**src/rtl/cond_flag_writer_if.sv**
```systemverilog
// Flags-producer bundle between the execute stage and the condition checker.
// The master side drives ALU results and gating; the slave (cond_flag_writer) returns NZCV.
interface cond_flag_writer_if #(
  parameter int WIDTH = 32
);
  logic             Valid;
  logic             Stall;
  logic             Flush;
  logic [WIDTH-1:0] ALUResult;
  logic             ALUCarry;
  logic [1:0]       ALUOp;
  logic             SrcAMsb;
  logic             SrcBMsb;
  logic [1:0]       FlagW;
  logic             CondEx;
  logic [3:0]       Flags;
  logic             FlagsPending;
  logic             FlagsUpdated;

  modport master (
    output Valid, Stall, Flush, ALUResult, ALUCarry, ALUOp,
           SrcAMsb, SrcBMsb, FlagW, CondEx,
    input  Flags, FlagsPending, FlagsUpdated
  );

  modport slave (
    input  Valid, Stall, Flush, ALUResult, ALUCarry, ALUOp,
           SrcAMsb, SrcBMsb, FlagW, CondEx,
    output Flags, FlagsPending, FlagsUpdated
  );
endinterface

```
**src/rtl/cond_flag_writer.sv**
```systemverilog
// Derives NZCV from the ALU result, stages it one cycle, then commits under FlagW/CondEx.
// Optional build macro FLAG_BYPASS_EN forwards the pending entry onto Flags before commit.
module cond_flag_writer #(
  parameter int WIDTH = 32
) (
  input logic          clk,
  input logic          rst_n,
  cond_flag_writer_if.slave fw
);

  typedef enum logic [1:0] {
    OP_ADD = 2'b00,
    OP_SUB = 2'b01,
    OP_AND = 2'b10,
    OP_ORR = 2'b11
  } alu_op_e;

  typedef struct packed {
    logic n;
    logic z;
    logic c;
    logic v;
  } nzcv_t;

  alu_op_e    op;
  nzcv_t      derived;
  logic [1:0] eff_w;

  nzcv_t      arch_flags;
  logic       pend_v;
  nzcv_t      pend_flags;
  logic [1:0] pend_w;
  logic       flags_updated;

  assign op = alu_op_e'(fw.ALUOp);

  // NOTE: every combinational output gets a default first so no path can infer a latch.
  always_comb begin
    derived   = '0;
    derived.n = fw.ALUResult[WIDTH-1];
    derived.z = ~|fw.ALUResult;
    derived.c = fw.ALUCarry;
    case (op)
      OP_ADD:  derived.v = (fw.SrcAMsb == fw.SrcBMsb) & (derived.n != fw.SrcAMsb);
      OP_SUB:  derived.v = (fw.SrcAMsb != fw.SrcBMsb) & (derived.n != fw.SrcAMsb);
      default: derived.v = 1'b0;
    endcase
  end

  // Logic ops leave C and V to whoever last produced an arithmetic result.
  always_comb begin
    eff_w = fw.FlagW & {2{fw.CondEx}};
    if (fw.ALUOp[1]) eff_w[0] = 1'b0;
  end

  // NOTE: sequential state uses non-blocking assignments so all registers update together.
  always_ff @(posedge clk or negedge rst_n) begin
    if (!rst_n) begin
      arch_flags    <= '0;
      pend_v        <= 1'b0;
      pend_flags    <= '0;
      pend_w        <= 2'b00;
      flags_updated <= 1'b0;
    end else if (fw.Flush) begin
      // Flush beats Stall: the staged entry dies without committing.
      pend_v        <= 1'b0;
      flags_updated <= 1'b0;
    end else if (!fw.Stall) begin
      if (pend_v && pend_w[1]) begin
        arch_flags.n <= pend_flags.n;
        arch_flags.z <= pend_flags.z;
      end
      if (pend_v && pend_w[0]) begin
        arch_flags.c <= pend_flags.c;
        arch_flags.v <= pend_flags.v;
      end
      flags_updated <= pend_v & (|pend_w);
      pend_v        <= fw.Valid;
      pend_flags    <= derived;
      pend_w        <= eff_w;
    end
  end

  assign fw.FlagsUpdated = flags_updated;

`ifdef FLAG_BYPASS_EN
  // Consumer sees the staged flags one cycle early, so decode never needs to stall on them.
  always_comb begin
    fw.Flags = arch_flags;
    if (pend_v && !fw.Flush) begin
      if (pend_w[1]) fw.Flags[3:2] = {pend_flags.n, pend_flags.z};
      if (pend_w[0]) fw.Flags[1:0] = {pend_flags.c, pend_flags.v};
    end
  end
  assign fw.FlagsPending = 1'b0;
`else
  assign fw.Flags        = arch_flags;
  assign fw.FlagsPending = pend_v & (|pend_w);
`endif

endmodule

```
**src/flat_wrapper.sv**
```systemverilog
// flat-port wrapper written by rule: the top's interface ports become plain ports
module cond_flag_writer_flat 
#(
  parameter int WIDTH = 32
)
  (clk, rst_n, fw_Valid, fw_Stall, fw_Flush, fw_ALUResult, fw_ALUCarry, fw_ALUOp, fw_SrcAMsb, fw_SrcBMsb, fw_FlagW, fw_CondEx, fw_Flags, fw_FlagsPending, fw_FlagsUpdated);
  cond_flag_writer_if #(.WIDTH(WIDTH)) fw_i ();
  input logic clk;
  input logic rst_n;
  input wire logic [$bits(fw_i.Valid)-1:0] fw_Valid;
  input wire logic [$bits(fw_i.Stall)-1:0] fw_Stall;
  input wire logic [$bits(fw_i.Flush)-1:0] fw_Flush;
  input wire logic [$bits(fw_i.ALUResult)-1:0] fw_ALUResult;
  input wire logic [$bits(fw_i.ALUCarry)-1:0] fw_ALUCarry;
  input wire logic [$bits(fw_i.ALUOp)-1:0] fw_ALUOp;
  input wire logic [$bits(fw_i.SrcAMsb)-1:0] fw_SrcAMsb;
  input wire logic [$bits(fw_i.SrcBMsb)-1:0] fw_SrcBMsb;
  input wire logic [$bits(fw_i.FlagW)-1:0] fw_FlagW;
  input wire logic [$bits(fw_i.CondEx)-1:0] fw_CondEx;
  output wire logic [$bits(fw_i.Flags)-1:0] fw_Flags;
  output wire logic [$bits(fw_i.FlagsPending)-1:0] fw_FlagsPending;
  output wire logic [$bits(fw_i.FlagsUpdated)-1:0] fw_FlagsUpdated;
  assign fw_i.Valid = fw_Valid;
  assign fw_i.Stall = fw_Stall;
  assign fw_i.Flush = fw_Flush;
  assign fw_i.ALUResult = fw_ALUResult;
  assign fw_i.ALUCarry = fw_ALUCarry;
  assign fw_i.ALUOp = fw_ALUOp;
  assign fw_i.SrcAMsb = fw_SrcAMsb;
  assign fw_i.SrcBMsb = fw_SrcBMsb;
  assign fw_i.FlagW = fw_FlagW;
  assign fw_i.CondEx = fw_CondEx;
  assign fw_Flags = fw_i.Flags;
  assign fw_FlagsPending = fw_i.FlagsPending;
  assign fw_FlagsUpdated = fw_i.FlagsUpdated;
  cond_flag_writer #(.WIDTH(WIDTH)) u_core (.clk(clk), .rst_n(rst_n), .fw(fw_i));
endmodule
```
**config.mk**
```make
export PLATFORM = sky130hd
export DESIGN_NAME = cond_flag_writer_flat
export DESIGN_NICKNAME = d
export VERILOG_FILES = /design/src/rtl/cond_flag_writer_if.sv /design/src/rtl/cond_flag_writer.sv /design/src/flat_wrapper.sv
export SDC_FILE = /design/constraint.sdc
export NUM_CORES = 1
export LEC_CHECK = 0
export ABC_AREA = 1
export BUFFER_PORTS_ARGS = -buffer_cell sky130_fd_sc_hd__buf_2
export CORE_AREA = 5 5 58 60
export DETAILED_ROUTE_END_ITERATION = 8
export DIE_AREA = 0 0 63 65
export HOLD_SLACK_MARGIN = 0.05
export PLACE_DENSITY = 0.54
export SYNTH_ARGS = -nofsm -noshare
export SYNTH_HDL_FRONTEND = slang
export SYNTH_SLANG_ARGS = --single-unit
```
**constraint.sdc**
```tcl
create_clock -name clk -period 1.6 [get_ports clk]
set_input_delay 0.16 -clock clk [delete_from_list [all_inputs] [get_ports clk]]
set_output_delay 0.16 -clock clk [all_outputs]
set_load 0.02 [all_outputs]
```
==> summary.md <==
| Metric | Value |
|---|---|
| TritonCTS clock tree | done |
| Critical path's slowest cell | dfrtp_1 |
| Post-Synth Simple-Gate Area | 0.412 |
| CTS sink count | 12 |
| Crit path required time | 1.44 ns |
| Nets | 184 |
| CTS H-tree depth | 1 |
| CTS buffer count | 3 |
| DR iter-0 viols | 8 |
| Gr usage total | 0.0936 |
| Die Y | 65 um |
| Core area | 2880 um2 |
| Initial Util | 0.226 |
| Crit end category | primary output |
| PwrDens | 723 nW/um2 |
| CTS root buf | clkbuf_4 |
| Final setup fails | 0 |
| Total power | 0.000715 W |
| Final Skew | 0.00436 ns |
| Commonest non-fill, non-tap cell in the layout | buf_2 |
| Endpoints failing hold | 0 |
| Crit Path Class | reg2out |
| Fmax | 839 MHz |
| Register clock-pin slew on the reported worst setup and hold paths | approximately 0.07 ns |
| Max Cap Viol | 0 |
| Netlist cell types | 17 |
| Worst setup SP type | register |
| CP max stage delay | 0.41 ns |
| Layout cells sized above 1 | 0.428 |
| Status | finished, final reports clean |
| CP Data Arrival Time | 1.03 ns |
| Drt wl/cell | between 9 and 10 um |
| Hold Path Class | in2reg |
| Clk buf depth | 2 |
| Die Footprint | 4100 um2 |
| Post-route antenna net violation count | 0 |
| Synthesized area | 651 um2 |
| Adder-Cell Fraction of Synth Area | 0 |
| Top Ports | 51 |
| Final worst path period share | 0.745 |
| CP delay by family, top | flip-flops |
| Worst IR Drop VDD | 0.234 mV |
| Max FO, Critical Path | 3 |
| Post-synthesis compound-gate area fraction | 0.0577 |
| Antenna Cells | 0 |
| Xor and xnor fraction of the mapped netlist area | 0.0269 |
| Via count | 706 |
| Number of global-route vias before repair | between 700 and 800 |
| Largest net degree at the start of global routing | 13 |
| Mapped Cells | 83 |
| First-pass GRT wire length | 3.03 mm |
| Yosys Warn Count | 0 |
| Gpl congestion | 0.676 |
| Initial antenna violation count | 0 |
| Pins Over Slew Limit | 0 |
| Drt pass-1 iters | 3 |
| HPWL Detailed | approximately 1.5 mm |
| Main combinational cell family by area after synthesis | simple AND/OR/NAND/NOR gates |
| Most frequent cells in the layout | buf_2 (50), nand2_1 (21), nor2_1 (20) |
| Area growth, synth to finish | 51.9% |
| Routed WL | ~1.7 mm |
| CP Cell Sequence | o21a_1 > buf_2 |
| Measured slew at the worst slew-check pin | around 0.26 ns |
| Clk_lat worst skew | about 0.26 ns |
| Headroom to the max-slew limit | 0.825 |
| Syn Area/Cell | approximately 7.8 um2 |
| Buf/Inv on CP | 1 |
| Cell Rows | 20 |
| Global route overflow | 0 |
| Tmin final | roughly 1.2 ns |
| Post-Syn Nets | 128 |
| Seq/Total Area, Yosys | 0.462 |
| Leak | 0.541 nW |
| RSZ-0062 raised after global routing | no |
| DRC viols | 0 |
| Setup TNS | 0 ns |
| Mux share of post-synthesis cell area | 0 |
| Die W | 63 um |
| #FFs+latches synth | 12 |
| IO Port Bufs | 50 |
| Worst hold margin | 0.0965 ns |
| Vias per inst | 4.13 |
| Post_cts resized | 0 |
-- final cells by class --
cell class | instances | area (um2)
Fill cell | 308 | 1890
Multi-Input combinational cell | 65 | 323
Sequential cell | 12 | 300
Timing Repair Buffer | 51 | 260
Tap cell | 33 | 41.3
Clock buffer | 4 | 36.3
Inverter | 6 | 27.5
-- power by group --
group | switching, W | leakage (nW) | internal, W
combinational | 0.0000741 | 0.359 | 0.0000713
sequential | 0.0000137 | 0.161 | 0.000327
clock | 0.0000910 | 0.0210 | 0.000138
total | 0.000179 | 0.541 | 0.000536
-- worst min-delay path: stages --
cell     delay [ns]
buf_2          0.08
nand2_1        0.04
nand2_1        0.05
-- synthesized netlist by cell type (all sizes together) --
cell type,number,share of area
nand3b,1,0.012
inv,6,0.042
nand3,8,0.077
and2,2,0.019
nand2,21,0.12
o21ai,6,0.046
xnor2,1,0.013
dfrtp,12,0.46
o21a,1,0.012
nor2,22,0.16
xor2,1,0.013
nand4,2,0.019
-- state kept, by name (all words and copies together) (netlist names) --
signal,count
u_core.pend_v,1
u_core.fw.Flags,4
u_core.pend_flags,4
u_core.fw.FlagsUpdated,1
u_core.pend_w,2
-- layer usage --
| metal | GRT usage | routed length, um | vias up |
|---|---|---|---|
| met5 | 0 | 0 | - |
| met4 | 0.0557 | 23 | 0 |
| met2 | 0.140 | 637 | 50 |
| li1 | - | - | 378 |
| met1 | 0.115 | 809 | 276 |
| met3 | 0.0329 | 233 | 2 |
-- through the flow --
step | area [um2] | setup slack [ns] | utilization | std cells
finish | 988 | 0.409 | 0.343 | 171
global placement | 942 | 0.665 | 0.327 | 166
detailed placement | 942 | 0.629 | 0.327 | 166
global route | 988 | 0.373 | 0.343 | 171
CTS | 988 | 0.384 | 0.343 | 171
floorplan | 651 | 0.808 | - | 83
-- kinds of logic after synthesis --
group,Yosys count
DFF,12
xor gates and xnor gates,2
AOI/OAI and AO/OA,7
buffers and inverters,6
and+or+nand+nor,56
-- path summary, 6_finish.rpt --
| kind | from | endpoint | slack [ns] | depth (start not counted) |
|---|---|---|---|---|
| worst max-delay path | u_core.pend_w[0]$_DFFE_PN0P_ | fw_FlagsPending | 0.41 | 2 |
| worst min-delay path | fw_Valid | u_core.pend_v$_DFFE_PN0P_ | 0.1 | 3 |
| worst max register to register | u_core.pend_v$_DFFE_PN0P_ | u_core.fw.Flags[3]$_DFFE_PN0P_ | 0.77 | 3 |
| worst min register to register | u_core.pend_flags[0]$_DFFE_PN0P_ | u_core.pend_flags[0]$_DFFE_PN0P_ | 0.48 | 2 |
| max in group asynchronous | rst_n | u_core.fw.Flags[0]$_DFFE_PN0P_ | 1.09 | 2 |
| min in group asynchronous | rst_n | u_core.fw.FlagsUpdated$_DFFE_PN0P_ | 0.30 | 2 |
-- repair_timing --
item,in CTS,in global routing
hold buffers,1,0
hold endpoints to repair,12,0
setup endpoints to repair,0,0
buffers inserted,0,0
No activity file was read; power rests on OpenSTA's default activity.
